**config.mk**
```make
export PLATFORM = sky130hd
export DESIGN_NAME = vga_sync_receiver
export DESIGN_NICKNAME = d
export VERILOG_FILES = /design/src/rtl/vga_timing_pkg.sv /design/src/rtl/vga_edge_detect.sv /design/src/rtl/vga_sync_receiver.sv
export SDC_FILE = /design/constraint.sdc
export NUM_CORES = 1
export LEC_CHECK = 0
export ABC_AREA = 1
export ABC_CLOCK_PERIOD_IN_PS = 3800
export CAP_MARGIN = 20
export CELL_PAD_IN_SITES_DETAIL_PLACEMENT = 0
export CELL_PAD_IN_SITES_GLOBAL_PLACEMENT = 1
export CORE_ASPECT_RATIO = 1.1
export CORE_MARGIN = 5
export CORE_UTILIZATION = 37
export CTS_BUF_LIST = sky130_fd_sc_hd__clkbuf_16
export CTS_CLUSTER_SIZE = 30
export DETAILED_ROUTE_END_ITERATION = 12
export PLACE_DENSITY_LB_ADDON = 0.1
export SLEW_MARGIN = 25
export SYNTH_ARGS = -nofsm -noshare
export SYNTH_HDL_FRONTEND = slang
export SYNTH_SLANG_ARGS = --single-unit
```
**constraint.sdc**
```tcl
create_clock -name clk -period 3.8 [get_ports clk]
set_input_delay 0.38 -clock clk [delete_from_list [all_inputs] [get_ports clk]]
set_output_delay 0.38 -clock clk [all_outputs]
set_load 0.02 [all_outputs]
```
**src/rtl/vga_timing_pkg.sv**
```systemverilog
// Shared VGA 640x480@60 timing constants, receiver state encoding and small
// counter helpers used by the sync receiver and the display controller.
package vga_timing_pkg;

   localparam int unsigned H_TOTAL     = 800;
   localparam int unsigned H_SYNC      = 96;
   localparam int unsigned H_ACT_START = 144;
   localparam int unsigned H_ACT_END   = 783;
   localparam int unsigned V_TOTAL     = 525;
   localparam int unsigned V_SYNC      = 2;
   localparam int unsigned V_ACT_START = 35;
   localparam int unsigned V_ACT_END   = 514;

   localparam logic [9:0] CNT_MAX = 10'd1023;

   typedef enum logic [1:0] {
      UNLOCKED = 2'd0,
      ACQUIRE  = 2'd1,
      LOCKED   = 2'd2
   } sync_state_t;

   function automatic logic [9:0] sat_inc(input logic [9:0] v);
      return (v == CNT_MAX) ? v : v + 10'd1;
   endfunction

   function automatic logic in_window(input logic [9:0] v, input logic [9:0] lo,
                                      input logic [9:0] hi);
      return (v >= lo) && (v <= hi);
   endfunction

endpackage

```
**src/rtl/vga_edge_detect.sv**
```systemverilog
// Enable-qualified sampling of one active-low sync with fall/rise pulses;
// the history idles high so a sync held low out of reset reads as a fall.
module vga_edge_detect (
   input  logic clk,
   input  logic rst,
   input  logic en,
   input  logic sync,
   output logic fall,
   output logic rise
);

   logic prev_r;

   // Sync history, advanced only on enabled samples
   always_ff @(posedge clk or posedge rst) begin
      if (rst) begin
         prev_r <= 1'b1;
      end else if (en) begin
         prev_r <= sync;
      end else begin
         prev_r <= prev_r;
      end
   end

   assign fall = en & prev_r & ~sync;
   assign rise = en & ~prev_r & sync;

endmodule

```
**src/rtl/vga_sync_receiver.sv**
```systemverilog
// VGA sync receiver: recovers raw position from the syncs, checks line/frame
// timing, tracks lock and latches a per-frame RGB checksum of locked frames.
module vga_sync_receiver
   import vga_timing_pkg::*;
#(
   parameter int unsigned LOCK_FRAMES = 2,
   parameter int unsigned ERR_W       = 8,
   parameter int unsigned H_TOT       = H_TOTAL,
   parameter int unsigned H_SYN       = H_SYNC,
   parameter int unsigned H_ACT_LO    = H_ACT_START,
   parameter int unsigned H_ACT_HI    = H_ACT_END,
   parameter int unsigned V_TOT       = V_TOTAL,
   parameter int unsigned V_SYN       = V_SYNC,
   parameter int unsigned V_ACT_LO    = V_ACT_START,
   parameter int unsigned V_ACT_HI    = V_ACT_END
) (
   input  logic             clk,
   input  logic             rst,
   input  logic             vga_clk,
   input  logic             hor_sync,
   input  logic             ver_sync,
   input  logic [7:0]       red,
   input  logic [7:0]       green,
   input  logic [7:0]       blue,
   output logic [9:0]       x,
   output logic [9:0]       y,
   output logic             pix_valid,
   output logic [9:0]       pix_x,
   output logic [9:0]       pix_y,
   output logic [23:0]      pix_rgb,
   output logic             locked,
   output logic             line_err,
   output logic             frame_err,
   output logic [ERR_W-1:0] err_count,
   output logic [15:0]      frame_sum,
   output logic             frame_done
);

   localparam logic [9:0] X_LAST  = 10'(H_TOT - 1);
   localparam logic [9:0] Y_LAST  = 10'(V_TOT - 1);
   localparam logic [9:0] H_SYN_W = 10'(H_SYN);
   localparam logic [9:0] V_SYN_W = 10'(V_SYN);
   localparam logic [9:0] H_LO_W  = 10'(H_ACT_LO);
   localparam logic [9:0] H_HI_W  = 10'(H_ACT_HI);
   localparam logic [9:0] V_LO_W  = 10'(V_ACT_LO);
   localparam logic [9:0] V_HI_W  = 10'(V_ACT_HI);
   localparam int unsigned TALLY_W = (LOCK_FRAMES > 1) ? $clog2(LOCK_FRAMES) : 1;
   localparam logic [TALLY_W-1:0] LOCK_LAST = TALLY_W'(LOCK_FRAMES - 1);
   localparam int unsigned ERR_W1 = ERR_W + 1;

   logic              h_fall_s, h_rise_s, v_fall_s, v_rise_s;
   logic [9:0]        x_r, y_r, hlow_r, vlow_r;
   logic              h_low_r, v_low_r;
   sync_state_t       state_r;
   logic [TALLY_W-1:0] tally_r;
   logic              clean_r;
   logic [15:0]       acc_r;

   logic [9:0]        x_nxt_s, y_nxt_s;
   logic              line_bad_s, frame_bad_s, line_err_s, frame_err_s;
   logic              pix_ok_s, sum_latch_s;
   logic [15:0]       rgb_sum_s;
   logic [1:0]        err_add_s;
   logic [ERR_W1-1:0] err_sum_s;
   logic [ERR_W-1:0]  err_nxt_s;

   vga_edge_detect u_hsync (
      .clk  (clk),
      .rst  (rst),
      .en   (vga_clk),
      .sync (hor_sync),
      .fall (h_fall_s),
      .rise (h_rise_s)
   );

   vga_edge_detect u_vsync (
      .clk  (clk),
      .rst  (rst),
      .en   (vga_clk),
      .sync (ver_sync),
      .fall (v_fall_s),
      .rise (v_rise_s)
   );

   assign x = x_r;
   assign y = y_r;

   // Next position, timing checks, pixel qualification and error accounting
   always_comb begin
      x_nxt_s = x_r;
      y_nxt_s = y_r;
      if (h_fall_s) begin
         x_nxt_s = 10'd0;
      end else if (vga_clk) begin
         x_nxt_s = sat_inc(x_r);
      end else begin
         x_nxt_s = x_r;
      end
      if (v_fall_s) begin
         y_nxt_s = 10'd0;
      end else if (h_fall_s) begin
         y_nxt_s = sat_inc(y_r);
      end else begin
         y_nxt_s = y_r;
      end

      line_bad_s  = h_fall_s && ((x_r != X_LAST) || (hlow_r != H_SYN_W));
      frame_bad_s = v_fall_s && ((y_r != Y_LAST) || (vlow_r != V_SYN_W));
      line_err_s  = line_bad_s && (state_r != UNLOCKED);
      frame_err_s = frame_bad_s && (state_r != UNLOCKED);

      pix_ok_s    = vga_clk && (state_r == LOCKED) &&
                    in_window(x_nxt_s, H_LO_W, H_HI_W) &&
                    in_window(y_nxt_s, V_LO_W, V_HI_W);
      rgb_sum_s   = 16'(red) + 16'(green) + 16'(blue);
      // Being LOCKED at a vsync fall implies LOCKED since the previous one
      sum_latch_s = v_fall_s && (state_r == LOCKED) && !line_err_s && !frame_err_s;

      err_add_s = {1'b0, line_err_s} + {1'b0, frame_err_s};
      err_sum_s = {1'b0, err_count} + ERR_W1'(err_add_s);
      if (err_sum_s[ERR_W]) begin
         err_nxt_s = {ERR_W{1'b1}};
      end else begin
         err_nxt_s = err_sum_s[ERR_W-1:0];
      end
   end

   // Lock state machine with the clean-frame tally
   always_ff @(posedge clk or posedge rst) begin
      if (rst) begin
         state_r <= UNLOCKED;
         tally_r <= '0;
         clean_r <= 1'b0;
         locked  <= 1'b0;
      end else if (vga_clk) begin
         case (state_r)
            UNLOCKED: begin
               if (v_fall_s) begin
                  state_r <= ACQUIRE;
                  tally_r <= '0;
                  clean_r <= 1'b1;
               end else begin
                  state_r <= UNLOCKED;
               end
            end
            ACQUIRE: begin
               if (v_fall_s) begin
                  clean_r <= 1'b1;
                  if (line_err_s || frame_err_s || !clean_r) begin
                     tally_r <= '0;
                  end else if (tally_r == LOCK_LAST) begin
                     state_r <= LOCKED;
                     tally_r <= '0;
                     locked  <= 1'b1;
                  end else begin
                     tally_r <= tally_r + TALLY_W'(1'b1);
                  end
               end else if (line_err_s) begin
                  tally_r <= '0;
                  clean_r <= 1'b0;
               end else begin
                  tally_r <= tally_r;
               end
            end
            LOCKED: begin
               if (line_err_s || frame_err_s) begin
                  state_r <= ACQUIRE;
                  tally_r <= '0;
                  clean_r <= v_fall_s;
                  locked  <= 1'b0;
               end else begin
                  clean_r <= 1'b1;
               end
            end
            default: begin
               state_r <= UNLOCKED;
               tally_r <= '0;
               clean_r <= 1'b0;
               locked  <= 1'b0;
            end
         endcase
      end else begin
         state_r <= state_r;
      end
   end

   // Raw counters, sync widths, pixel outputs, error pulses and checksum
   always_ff @(posedge clk or posedge rst) begin
      if (rst) begin
         x_r        <= 10'd0;
         y_r        <= 10'd0;
         hlow_r     <= 10'd0;
         vlow_r     <= 10'd0;
         h_low_r    <= 1'b0;
         v_low_r    <= 1'b0;
         pix_valid  <= 1'b0;
         pix_x      <= 10'd0;
         pix_y      <= 10'd0;
         pix_rgb    <= 24'd0;
         line_err   <= 1'b0;
         frame_err  <= 1'b0;
         err_count  <= {ERR_W{1'b0}};
         acc_r      <= 16'd0;
         frame_sum  <= 16'd0;
         frame_done <= 1'b0;
      end else begin
         x_r        <= x_nxt_s;
         y_r        <= y_nxt_s;
         pix_valid  <= pix_ok_s;
         line_err   <= line_err_s;
         frame_err  <= frame_err_s;
         err_count  <= err_nxt_s;
         frame_done <= sum_latch_s;

         if (h_fall_s) begin
            h_low_r <= 1'b1;
            hlow_r  <= 10'd1;
         end else if (h_rise_s) begin
            h_low_r <= 1'b0;
         end else if (vga_clk && h_low_r) begin
            hlow_r <= sat_inc(hlow_r);
         end

         // Vsync width is measured in lines: hsync falls seen while vsync is low
         if (v_fall_s) begin
            v_low_r <= 1'b1;
            vlow_r  <= 10'd1;
         end else if (v_rise_s) begin
            v_low_r <= 1'b0;
         end else if (h_fall_s && v_low_r) begin
            vlow_r <= sat_inc(vlow_r);
         end

         if (pix_ok_s) begin
            pix_x   <= x_nxt_s - H_LO_W;
            pix_y   <= y_nxt_s - V_LO_W;
            pix_rgb <= {red, green, blue};
         end

         if (v_fall_s) begin
            acc_r <= 16'd0;
         end else if (pix_ok_s) begin
            acc_r <= acc_r + rgb_sum_s;
         end

         if (sum_latch_s) begin
            frame_sum <= acc_r;
         end
      end
   end

endmodule

```
==> run_results.csv <==
group,metric,value,unit
floorplanning,start_util,0.377,
sta,rsz0062_at_grt,"no",
grt,grt_use_met2,0.299,
sta,setup_violations,0,
critical_path,rr_worst_depth,18,
route,via_per_inst,4.64,
power,p_leak,5.04,nW
synth,synth_cell_types,37,
grt,grt_pass1_wl,33.4,mm
route,dr_total_vias,6454,
layout,fin_nets,1163,
clock_tree,cts_root_buffer,"clkbuf_16",
route,wl_per_cell,14.6,um
floorplanning,core,20700,sq um
layout,design_area,10100,sq um
clock_tree,cts_sinks,137,
synth,yosys.area.top_type_share,0.432,
grt,grt_util_all_layers,0.173,
synth,synth_edf_count,0,
critical_path,cp-start-kind,"input port",
floorplanning,io_pins,122,
power,vdd.ir_drop.worst,328,uV
sta,fin_skew,0.0127,ns
sta,finalHoldViolCount,0,
route,ant_nets,0,
route,drc_errors,0,
clock_tree,hold_buffers,0,
clock_tree,htreeDepth,4,
clock_tree,clockBufferDepth,2,
sta,period_share,0.866,
synth,yosysSeqAreaShare,0.439,
clock_tree,insertion_delay,0.42,ns
synth,ys_warn_count,0,
critical_path,crit_type,"input port to flop",
critical_path,path_max_fanout,3,
power,power.total,6.47,mW
place,dpl_cell_area,9410,sq um
critical_path,arrival,3.60,ns
sta,tightestPinTransition,0.795,ns
synth,synthCells,960,
synth,yosysTopAreaCell,"dfrtp_1",
clock_tree,cts_buffers,17,
grt,grt_overflow,0,
clock_tree,cts.repair.resized,0,
critical_path,critPathLaunch,"red[1]",
place,placement.io_buffers,121,
flow_run,max_cap_viol_count,0,
clock_tree,clkTransAtPathRegs,0.06,ns
sta,tns,0,ns
place,place_hpwl,15.3,mm
layout,final_util,0.485,
floorplanning,rows,55,
route,first_iter_violations,224,
synth,synthTopCellsByArea,"dfrtp_1, nand2_1, inv_1",
synth,ys_ff_latch,137,
power,power_density,643,nW/um^2
floorplanning,die-width,149,um
grt,busiest_layer,"met2",
critical_path,reg2reg_to,"pix_rgb[9]",
grt,gr-usage-met1,0.219,
critical_path,worstPathRequired,4.11,ns
clock_tree,cts_tree,"built",
floorplanning,fp.dieH,162,um
floorplanning,die_area,24100,sq um
synth,syn_area_per_cell,8.14,sq um
route,drt-total-wl,20.4,mm
critical_path,critPathCaptureType,"flop",
sta,min_period,3.29,ns
layout,antennaDiodeCount,0,
synth,synth_ff_type,"dfrtp_1",
synth,async_reset_ff_frac,1.00,
run_status,status,"complete, no violations",
grt,grt_use_met3,0.0376,
grt,grt_max_degree,51,
synth,synthesis.nets,1029,
critical_path,endpoint,"acc_r[9]",
sta,holdWs,0.455,ns
synth,synth_area,7810,sq um
clock_tree,postCtsSetupBuffers,0,
route,dr.pass1.iters,4,
grt,grt_pass1_vias,6424,
sta,fmax,304,MHz
critical_path,r2r_slack,0.68,ns
critical_path,r2r-start,"y[0]",
layout,drive_gt1_frac,0.105,
grt,antenna_found_initial,0,
worst_hold_path,hold_path.class,"input port to asynchronous set/reset pin",
layout,syn_to_final_growth,28.6,%
sta,slew_violations,0,
sta,slew_headroom,0.469,
place,place.gp.congestion,0.857,
==> cell usage in the layout, fill, tap and decap left out, types with 2 or more instances in the layout <==
cell	synthesis	layout
buf_4	3	14
clkinv_4	0	3
clkdlybuf4s50_1	0	121
fa_1	17	17
nor4_1	4	4
nand2_1	259	259
nor3_1	18	18
inv_1	140	139
nor2_1	53	53
a21o_1	2	2
dfrtp_1	135	135
buf_12	0	6
nand3_2	8	8
dfstp_2	2	2
ha_1	23	23
a21oi_1	24	24
or2_2	8	8
o21ai_1	8	8
nand4_1	17	17
xnor2_1	2	2
nand3_1	91	91
nor2_4	2	2
clkinvlp_4	0	4
o21ai_2	23	23
clkbuf_16	0	17
bufinv_16	0	4
nand3b_1	5	5
o21ai_0	45	45
nor2_2	5	5
nand2_2	6	5
a211oi_1	3	3
nand3_4	2	2
inv_2	6	6
xor2_1	18	18
inv_6	0	4
o31ai_1	3	3
==> worst min-delay path by stage <==
stage                   start              to  slack (ns)
3_3_place_gp         pix_y[2]        pix_y[2]        0.46
4_1_cts                   rst       hlow_r[8]        0.47
5_1_grt        u_hsync.prev_r  u_hsync.prev_r        0.49
6_report                  rst       hlow_r[8]        0.46
3_5_place_dp         pix_y[2]        pix_y[2]        0.46
2_1_floorplan         h_low_r         h_low_r        0.44
==> synth_stat cells (12+ instances only) <==
| cell | instances |
|---|---|
| nand4_1 | 17 |
| dfrtp_1 | 135 |
| nand3_1 | 91 |
| nand2_1 | 259 |
| buf_6 | 12 |
| inv_1 | 140 |
| nor3_1 | 18 |
| xor2_1 | 18 |
| o21ai_2 | 23 |
| fa_1 | 17 |
| nor2_1 | 53 |
| ha_1 | 23 |
| o21ai_0 | 45 |
| a21oi_1 | 24 |
==> report_power, final <==
group | switching (mW) | internal [mW]
clock network | 0.708 | 1.11
registers | 0.331 | 1.88
logic | 1.35 | 1.09
==> per-stage QoR <==
step	worst slack [ns]	std cells
2_1_floorplan	0.764	960
3_3_place_gp	0.111	1360
3_5_place_dp	0.0724	1360
4_1_cts	0.504	1392
5_1_grt	0.341	1392
6_report	0.507	1392
==> state kept, by name (all words and copies together) (netlist names), 10 cells and up <==
signal     cells
pix_rgb       24
vlow_r        10
frame_sum     16
hlow_r        10
pix_x         10
x             10
acc_r         16
y             10
pix_y         10
==> layer usage <==
layer	up-vias	wire length (um)
met5	-	0
met4	0	294
met3	20	750
met2	112	10200
met1	2999	9080
li1	3323	-
==> cell families (layout without fill, tap and decap cells) <==
group           Yosys count  after routing  share of synthesized area
flops                   137            137                      0.439
fa+ha+maj                40             40                     0.0804
buf+inv                 172            319                     0.0965
compound gates          111            111                     0.0855
xor+xnor                 20             20                     0.0224
simple gates            480            480                      0.276
==> worst max-delay path: stages <==
cell and delay (ns):
clkdlybuf4s50_1 0.45, inv_1 0.06, fa_1 0.52, fa_1 0.53, inv_1 0.04, ha_1 0.25
fa_1 0.45, a31oi_1 0.23, nor2_1 0.08, nand2_1 0.09, o21ai_0 0.10, or2_2 0.28
nand3_1 0.08, nand2_1 0.05
==> final cells by class <==
type | instances | area [sq um]
flip-flops and latches | 137 | 3430
multi-input cells | 651 | 3630
well taps | 285 | 357
fillers | 2059 | 10700
repair buffers | 141 | 1440
clock inverters | 15 | 215
inverters | 146 | 552
clock buffers | 17 | 425
No activity file was read; power rests on OpenSTA's default activity.
